--- src/rtl/uart2vga_pkg.sv ---
// Shared constants and state type for the UART-to-VGA framebuffer path.
// FRAME_CLEAR_EN adds the power-up clear state to the writer FSM.
package uart2vga_pkg;

  localparam int DEF_WIDTH    = 640;
  localparam int DEF_HEIGHT   = 480;
  localparam int DEF_PIX_BITS = 3;
  localparam int ADDR_W       = 19;
  localparam int MAX_ADDR     = DEF_WIDTH * DEF_HEIGHT;
  localparam int COL_W        = 10;
  localparam int ROW_W        = 9;

`ifdef FRAME_CLEAR_EN
  typedef enum logic [1:0] {
    ST_CLEAR = 2'd0,
    ST_IDLE  = 2'd1,
    ST_WRITE = 2'd2
  } wr_state_e;
`else
  typedef enum logic [0:0] {
    ST_IDLE  = 1'b0,
    ST_WRITE = 1'b1
  } wr_state_e;
`endif

  // First framebuffer address of a given row.
  function automatic logic [ADDR_W-1:0] row_base(input logic [ROW_W-1:0] row, input int width);
    row_base = ADDR_W'(row) * ADDR_W'(width);
  endfunction

endpackage

--- src/rtl/uart_row_writer_if.sv ---
// Line-in / framebuffer-out bundle of the row writer.
interface uart_row_writer_if import uart2vga_pkg::*; #(
  parameter int WIDTH    = DEF_WIDTH,
  parameter int PIX_BITS = DEF_PIX_BITS
);

  logic                      line_valid;
  logic [ROW_W-1:0]          line_row;
  logic [WIDTH*PIX_BITS-1:0] line_data;
  logic                      line_ready;
  logic [ADDR_W-1:0]         ram_addr;
  logic [PIX_BITS-1:0]       ram_data;
  logic                      ram_wren;
  logic                      line_done;
  logic                      frame_done;
  logic                      row_err;

  modport master (
    output line_valid, line_row, line_data,
    input  line_ready, ram_addr, ram_data, ram_wren, line_done, frame_done, row_err
  );

  modport slave (
    input  line_valid, line_row, line_data,
    output line_ready, ram_addr, ram_data, ram_wren, line_done, frame_done, row_err
  );

endinterface

--- src/rtl/uart_row_writer.sv ---
// Streams one packed pixel line per accepted strobe into the framebuffer, one pixel per cycle.
// Define FRAME_CLEAR_EN to zero the whole frame after reset before accepting lines.
module uart_row_writer import uart2vga_pkg::*; #(
  parameter int WIDTH    = DEF_WIDTH,
  parameter int HEIGHT   = DEF_HEIGHT,
  parameter int PIX_BITS = DEF_PIX_BITS
) (
  input  logic              clk_sys,
  input  logic              rst_n,
  uart_row_writer_if.slave  bus
);

  localparam int                LINE_W   = WIDTH * PIX_BITS;
  localparam logic [COL_W-1:0]  COL_LAST = COL_W'(WIDTH - 1);
  localparam logic [ROW_W-1:0]  ROW_LAST = ROW_W'(HEIGHT - 1);
  localparam logic [ROW_W:0]    ROW_LIM  = (ROW_W + 1)'(HEIGHT);

`ifdef FRAME_CLEAR_EN
  localparam wr_state_e         RST_STATE = ST_CLEAR;
  localparam logic [ADDR_W-1:0] CLR_END   = ADDR_W'(WIDTH * HEIGHT);
  logic [ADDR_W-1:0] clr_r, clr_s;
`else
  localparam wr_state_e         RST_STATE = ST_IDLE;
`endif

  wr_state_e           state_r, state_s;
  logic [COL_W-1:0]    col_r, col_s;
  logic [LINE_W-1:0]   shift_r, shift_s;
  logic                last_row_r, last_row_s;
  logic [ADDR_W-1:0]   addr_r, addr_s;
  logic [PIX_BITS-1:0] data_r, data_s;
  logic                wren_r, wren_s;
  logic                ready_r, ready_s;
  logic                done_r, done_s;
  logic                frame_r, frame_s;
  logic                err_r, err_s;
  logic                accept_s;
  logic                row_ok_s;

  assign accept_s = bus.line_valid && ready_r;
  assign row_ok_s = ({1'b0, bus.line_row} < ROW_LIM);

  // Next-state and next-output decode; write outputs are precomputed so they leave on flops.
  always_comb begin
    state_s    = state_r;
    col_s      = col_r;
    shift_s    = shift_r;
    last_row_s = last_row_r;
    addr_s     = '0;
    data_s     = '0;
    wren_s     = 1'b0;
    ready_s    = 1'b0;
    done_s     = 1'b0;
    frame_s    = 1'b0;
    err_s      = 1'b0;
`ifdef FRAME_CLEAR_EN
    clr_s      = clr_r;
`endif
    case (state_r)
`ifdef FRAME_CLEAR_EN
      ST_CLEAR: begin
        if (clr_r == CLR_END) begin
          state_s = ST_IDLE;
          ready_s = 1'b1;
          clr_s   = '0;
        end else begin
          wren_s = 1'b1;
          addr_s = clr_r;
          clr_s  = clr_r + ADDR_W'(1);
        end
      end
`endif
      ST_IDLE: begin
        ready_s = 1'b1;
        if (accept_s && row_ok_s) begin
          // Column 0 is emitted straight from the input; the shadow keeps the rest.
          state_s    = ST_WRITE;
          ready_s    = 1'b0;
          col_s      = '0;
          wren_s     = 1'b1;
          addr_s     = row_base(bus.line_row, WIDTH);
          data_s     = bus.line_data[PIX_BITS-1:0];
          shift_s    = bus.line_data >> PIX_BITS;
          last_row_s = (bus.line_row == ROW_LAST);
        end else if (accept_s) begin
          err_s = 1'b1;
        end else begin
          state_s = ST_IDLE;
        end
      end
      ST_WRITE: begin
        if (col_r == COL_LAST) begin
          state_s = ST_IDLE;
          col_s   = '0;
          ready_s = 1'b1;
          done_s  = 1'b1;
          frame_s = last_row_r;
        end else begin
          col_s   = col_r + COL_W'(1);
          wren_s  = 1'b1;
          addr_s  = addr_r + ADDR_W'(1);
          data_s  = shift_r[PIX_BITS-1:0];
          shift_s = shift_r >> PIX_BITS;
        end
      end
      default: begin
        state_s = RST_STATE;
      end
    endcase
  end

  // State and output registers with synchronous active-low reset.
  always_ff @(posedge clk_sys) begin
    if (!rst_n) begin
      state_r    <= RST_STATE;
      col_r      <= '0;
      shift_r    <= '0;
      last_row_r <= 1'b0;
      addr_r     <= '0;
      data_r     <= '0;
      wren_r     <= 1'b0;
      ready_r    <= 1'b0;
      done_r     <= 1'b0;
      frame_r    <= 1'b0;
      err_r      <= 1'b0;
`ifdef FRAME_CLEAR_EN
      clr_r      <= '0;
`endif
    end else begin
      state_r    <= state_s;
      col_r      <= col_s;
      shift_r    <= shift_s;
      last_row_r <= last_row_s;
      addr_r     <= addr_s;
      data_r     <= data_s;
      wren_r     <= wren_s;
      ready_r    <= ready_s;
      done_r     <= done_s;
      frame_r    <= frame_s;
      err_r      <= err_s;
`ifdef FRAME_CLEAR_EN
      clr_r      <= clr_s;
`endif
    end
  end

  assign bus.line_ready = ready_r;
  assign bus.ram_addr   = addr_r;
  assign bus.ram_data   = data_r;
  assign bus.ram_wren   = wren_r;
  assign bus.line_done  = done_r;
  assign bus.frame_done = frame_r;
  assign bus.row_err    = err_r;

endmodule
--- src/flat_wrapper.sv ---
// flat-port wrapper written by rule: the top's interface ports become plain ports
module uart_row_writer_flat import uart2vga_pkg::*;
#(
  parameter int WIDTH    = DEF_WIDTH,
  parameter int HEIGHT   = DEF_HEIGHT,
  parameter int PIX_BITS = DEF_PIX_BITS
)
  (clk_sys, rst_n, bus_line_valid, bus_line_row, bus_line_data, bus_line_ready, bus_ram_addr, bus_ram_data, bus_ram_wren, bus_line_done, bus_frame_done, bus_row_err);
  uart_row_writer_if #(.WIDTH(WIDTH), .PIX_BITS(PIX_BITS)) bus_i ();
  input  logic clk_sys;
  input  logic rst_n;
  input wire logic [$bits(bus_i.line_valid)-1:0] bus_line_valid;
  input wire logic [$bits(bus_i.line_row)-1:0] bus_line_row;
  input wire logic [$bits(bus_i.line_data)-1:0] bus_line_data;
  output wire logic [$bits(bus_i.line_ready)-1:0] bus_line_ready;
  output wire logic [$bits(bus_i.ram_addr)-1:0] bus_ram_addr;
  output wire logic [$bits(bus_i.ram_data)-1:0] bus_ram_data;
  output wire logic [$bits(bus_i.ram_wren)-1:0] bus_ram_wren;
  output wire logic [$bits(bus_i.line_done)-1:0] bus_line_done;
  output wire logic [$bits(bus_i.frame_done)-1:0] bus_frame_done;
  output wire logic [$bits(bus_i.row_err)-1:0] bus_row_err;
  assign bus_i.line_valid = bus_line_valid;
  assign bus_i.line_row = bus_line_row;
  assign bus_i.line_data = bus_line_data;
  assign bus_line_ready = bus_i.line_ready;
  assign bus_ram_addr = bus_i.ram_addr;
  assign bus_ram_data = bus_i.ram_data;
  assign bus_ram_wren = bus_i.ram_wren;
  assign bus_line_done = bus_i.line_done;
  assign bus_frame_done = bus_i.frame_done;
  assign bus_row_err = bus_i.row_err;
  uart_row_writer #(.WIDTH(WIDTH), .HEIGHT(HEIGHT), .PIX_BITS(PIX_BITS)) u_core (.clk_sys(clk_sys), .rst_n(rst_n), .bus(bus_i));
endmodule
--- config.mk ---
export PLATFORM = sky130hd
export DESIGN_NAME = uart_row_writer_flat
export DESIGN_NICKNAME = d
export VERILOG_FILES = /design/src/rtl/uart2vga_pkg.sv /design/src/rtl/uart_row_writer_if.sv /design/src/rtl/uart_row_writer.sv /design/src/flat_wrapper.sv
export SDC_FILE = /design/constraint.sdc
export NUM_CORES = 2
export LEC_CHECK = 0
export ABC_CLOCK_PERIOD_IN_PS = 2800
export CAP_MARGIN = 30
export CORE_AREA = 5 5 764 766
export DETAILED_ROUTE_END_ITERATION = 12
export DIE_AREA = 0 0 769 771
export GPL_ROUTABILITY_DRIVEN = 0
export PLACE_DENSITY = 0.34
export SLEW_MARGIN = 5
export SYNTH_ARGS = -nofsm -noshare
export SYNTH_HDL_FRONTEND = slang
export SYNTH_SLANG_ARGS = --single-unit
--- constraint.sdc ---
create_clock -name clk_sys -period 2.8 [get_ports clk_sys]
set_input_delay 0.56 -clock clk_sys [delete_from_list [all_inputs] [get_ports clk_sys]]
set_output_delay 0.56 -clock clk_sys [all_outputs]
set_load 0.01 [all_outputs]
# Yosys cells after proc, flatten, opt, wreduce, memory -nomap -nowiden
# Index checks and enable logic that the tools add are counted.
# W data, S select, Z words.
# classes
n_lt_le_gt_ge	1
n_reduce_logical	7
bitwise	2
eq_ne	4
mul	1
add_sub_neg	2
n_mux	19
# ops
cell	count
$mux W1920	2
$pmux W1920 S2	1
$mux W19	2
$pmux W19 S2	1
$mux W10	2
$pmux W10 S2	1
$add A19 B1 Y19 const B	1
$mul A9 B3 Y12 const B	1
$add A10 B1 Y10 const B	1
$eq A10 B10 Y1 const B	1
$eq A9 B9 Y1 const B	1
$lt A9 B9 Y1 const B	1
$mux W3	2
$pmux W3 S2	1
$reduce_and A2 Y1	3
$mux W1	5
$pmux W1 S2	2
$reduce_and A3 Y1	1
$reduce_or A3 Y1	1
$logic_and A1 B1 Y1	2
$ne A2 B1 Y1 const B	1
$ne A2 B2 Y1 const B	1
$not A1 Y1	2
# totals
inputBits	1932
wordCells	46
out_inout_bits	27
ff_bits	1958

# Depth between registers and ports, before layout
# depth
ltp_word	4
mapped_depth	9

# Least setup slack after synthesis
# Ideal clock, no wire load.
# synth_path
path_kind	input to register
from	input port bus_line_row[1]
to	register u_core.addr_r[18], in the netlist u_core.bus.ram_addr[18]
setup_ns	0.123
cell_stages	8
required_time_ns	2.677
slack_ns	0.457
arrival_time_ns	2.220
cell_sequence	ha_1 > ha_1 > fa_1 > a211oi_1 > o21bai_1 > a21o_1 > a21oi_1 > o22ai_1
# synth_via
elab_chain_len	4
elab_cells_between_ends	5
# synth_rtl
item	line	rtl
start, declared	flat_wrapper.sv:13	input wire logic [$bits(bus_i.line_row)-1:0] bus_line_row;
parallel branches: the longest is 2 deep, another holds $mul A9 B3 Y12	-	
$mux W19 *	uart_row_writer.sv:75	if (accept_s && row_ok_s) begin
$pmux W19 S2 *	uart_row_writer.sv:59	case (state_r)
end signal, assigned	uart_row_writer.sv:134	addr_r <= addr_s;
end, declared	uart_row_writer.sv:30	logic [ADDR_W-1:0] addr_r, addr_s;
# Every way passes the cells marked *.
# A chain may end at the register's enable or synchronous reset.

# Worst setup path after layout
# layout_path
from	register u_core.col_r[1]
to	register u_core.shift_r[1834]
# layout_via
elab_chain_len	3
# layout_rtl
item	line	rtl
start, declared	uart_row_writer.sv:27	logic [COL_W-1:0] col_r, col_s;
start signal, assigned	uart_row_writer.sv:131	col_r <= col_s;
$eq A10 B10 Y1	uart_row_writer.sv:92	if (col_r == COL_LAST) begin
$ne A2 B2 Y1 (no line)	-	
$reduce_and A2 Y1 (no line)	-	
end signal, assigned	uart_row_writer.sv:132	shift_r <= shift_s;
end, declared	uart_row_writer.sv:28	logic [LINE_W-1:0] shift_r, shift_s;
# Every way passes these cells.

==> metrics.yaml <==
regArea_um2: 39100
yosysWarnings: 0
ys_seq_area_share_pct: 43.6
nets: 12500
coreArea_um2: 576000
cp.arrival_ns: 3.39
path_cells: "ha_1 > nand4_1 > nor3_4 > a21oi_4 > buf_12 > buf_12 > buf_12 > o211a_1"
period_share_pct: 93.5
clk_latency_ns: 0.94
dpl.hpwl_mm: 338
startpoint_type: "flop"
r2r-start: "u_core.col_r[1]"
synth_edf_count: 0
hp-start: "rst_n"
synth_most_common_cell: "dfxtp_1"
tritoncts: "yes"
start_util_pct: 15.6
hold_end: "u_core.shift_r[141]"
max_stage_delay_ns: 0.41
track_usage_pct: 13.8
ir_drop_v: 0.000437
r2r-end: "u_core.shift_r[1834]"
status: "completed"
rsz0062_at_grt: "no"
fin_hold_ws_ns: 0.146
setup_ws_ns: 0.182
syn_nets: 10700
drt-pass1-iter-count: 6
power.internal_mw: 60.0
crit_family: "buffers and inverters"
r2r_setup_slack_ns: 0.18
syn_inst: 8745
critPathMaxFanout: 63
clock_path_buffers: 4
power_leakage_nw: 63.5
crit_type: "flop to flop"
drive_above_1_share_pct: 8.18
die_area_um2: 593000
power_frac_clock_pct: 42.5
p_per_area_nw_per_um2: 643
detail_route.wl_per_cell_um: 23.3
first_iter_violations: 3737
rows: 279
portBuffers: 1958
dpl_cell_area_um2: 120000
hold_path.class: "primary input to flop"
slew_headroom_pct: 52.1
path_buf_inv: 3
drc_errors: 0
cap_violations: 0
setup_violations: 0
fin_skew_ns: 0.0825
grt_start_max_net_pins: 120
ant_nets: 0
holdPathStages: 2
switching_share_pct: 28.0
worst_pin_slew_ns: 0.698
cts_sinks: 1955
io_pins: 1959
netlist_area_um2: 89700
fin_total_pwr_mw: 83.3
grt_pass1_wl_mm: 593
first_global_vias: 76200
ys_top_cells_by_count: "dfxtp_1, nand2_1, mux2i_1, o211a_1, clkbuf_1"
ys_ff_latch: 1955
power.switching_mw: 23.3
cp_common_cell: "buf_12"
die_h_um: 771
avgSynthCellArea_um2: 10.3
pwr-share-seq_pct: 39.6
fin_crit_ns: 2.62
dr_total_vias: 74800
multi_input_area_um2: 46800
path_clk_slew_ns: 0.06
synth_flop_cell: "dfxtp_1"
cts-root-buf: "clkbuf_16"
combPwrFrac_pct: 17.9
timing.fmax_mhz: 382
crit_slowest_cell: "dfxtp_1"
viasPerCell: 4.05
antenna_found_initial: 485
r2r_cells: 8
ys_types: 35
required_ns: 3.57
synth_top_area_cell: "dfxtp_1"
maxSlewViolCount: 0
syn2layout_area_growth_pct: 44.3
fillers: 62000
final_area_um2: 129000
fin_util_pct: 22.5
synth_area_leaders: "dfxtp_1, mux2i_1, o211a_1, nand2_1, buf_2"
die_x_um: 769
synth_top_area_share_pct: 43.6
cp-end-kind: "flop"
place_ws_ns: -0.483
grt-ovfl-total: 0
synthArstFlopShare_pct: 0
htree_levels: 5
hold_viol_final: 0
wl_mm: 430
cts_buffers: 273
[registers in the layout, indices dropped and copies added, names as in the netlist]
register               cells
u_core.bus.ram_data        3
u_core.state_r             1
u_core.bus.frame_done      1
u_core.bus.line_ready      1
u_core.bus.ram_addr       19
u_core.shift_r          1917
u_core.col_r              10
u_core.last_row_r          1
u_core.bus.line_done       1
u_core.bus.row_err         1
[how the worst max path moves through the flow]
stage / start / endpoint / slack [ns] / cells after the start
2_1_floorplan: bus_line_row[1] / u_core.bus.ram_addr[18] / 0.46 / 8
4_1_cts: u_core.bus.ram_data[2] / bus_ram_data[2] / 0.11 / 1
3_3_place_gp: bus_line_row[1] / u_core.bus.ram_addr[18] / -0.70 / 9
5_1_grt: u_core.col_r[1] / u_core.shift_r[764] / 0.05 / 9
6_report: u_core.col_r[1] / u_core.shift_r[1834] / 0.18 / 8
3_5_place_dp: bus_line_row[1] / u_core.bus.ram_addr[18] / -0.48 / 9
[through the flow]
stage          TNS (ns)  instances
2_1_floorplan         0       8745
3_3_place_gp    -173.82      17900
3_5_place_dp    -242.12      17900
4_1_cts               0      18400
5_1_grt               0      18400
6_report              0      18500
[layer usage]
layer / global-route usage (%) / wire length (um)
met1: 15.4 / 169000
met5: 0 / 1740
met4: 4.08 / 12700
met2: 24.3 / 212000
met3: 5.09 / 35000
[cell usage in the layout (no fill, tap or decap), drive strengths merged, types with 4 or more instances in the layout]
master and instances:
a21o 5, dfxtp 1955, nand4 9, and3 5, clkinv 56, a31oi 4, nor2 19, a22o 7
xnor2 12, o21ai 18, ha 16, bufinv 10, clkbuf 396, mux2i 1914, clkdlybuf4s50 1956, nand3 13
a21oi 9, nor3 7, o211a 1914, diode 118, nand2 1935, xor2 13, and2 6, o22ai 7
inv 15, buf 452
[worst register-to-register path: stages (launching register included)]
cell and delay, ns:
dfxtp_1 0.41, ha_1 0.29, nand4_1 0.27, nor3_4 0.35, a21oi_4 0.14, buf_12 0.19
buf_12 0.32, buf_12 0.28, o211a_1 0.28
[cell type report]
class | instances | share of cell area [%]
multi-input cells | 5930 | 36.1
flip-flops and latches | 1955 | 30.2
repair buffers | 2409 | 19.1
well taps | 7587 | 7.33
clock buffers | 396 | 6.21
clock inverters | 80 | 0.760
diodes | 118 | 0.228
inverters | 4 | 0.0116
[cell families after synthesis]
kind of cell	share of synthesized area, %
muxes	21.4
adders and majority gates	0.245
DFF	43.6
and+or+nand+nor	8.51
buffers and inverters	4.27
AOI/OAI and AO/OA	21.7
xor gates and xnor gates	0.244
[power by group through the flow]
stage                     sequential (mW)  clock (mW)  combinational (mW)
after floorplan                      32.8           0                8.86
after global placement               33.5           0                14.9
after detailed placement             33.6           0                15.1
after CTS                            33.0        37.0                15.2
after global routing                 33.3        38.0                16.4
final                                33.0        35.4                14.9
[timing repair]
action	in CTS	in global routing
resized for setup	3	0
hold buffers	0	0
endpoints found under the setup margin	2	0
buffers inserted	3	0
No activity file was read; power rests on OpenSTA's default activity.
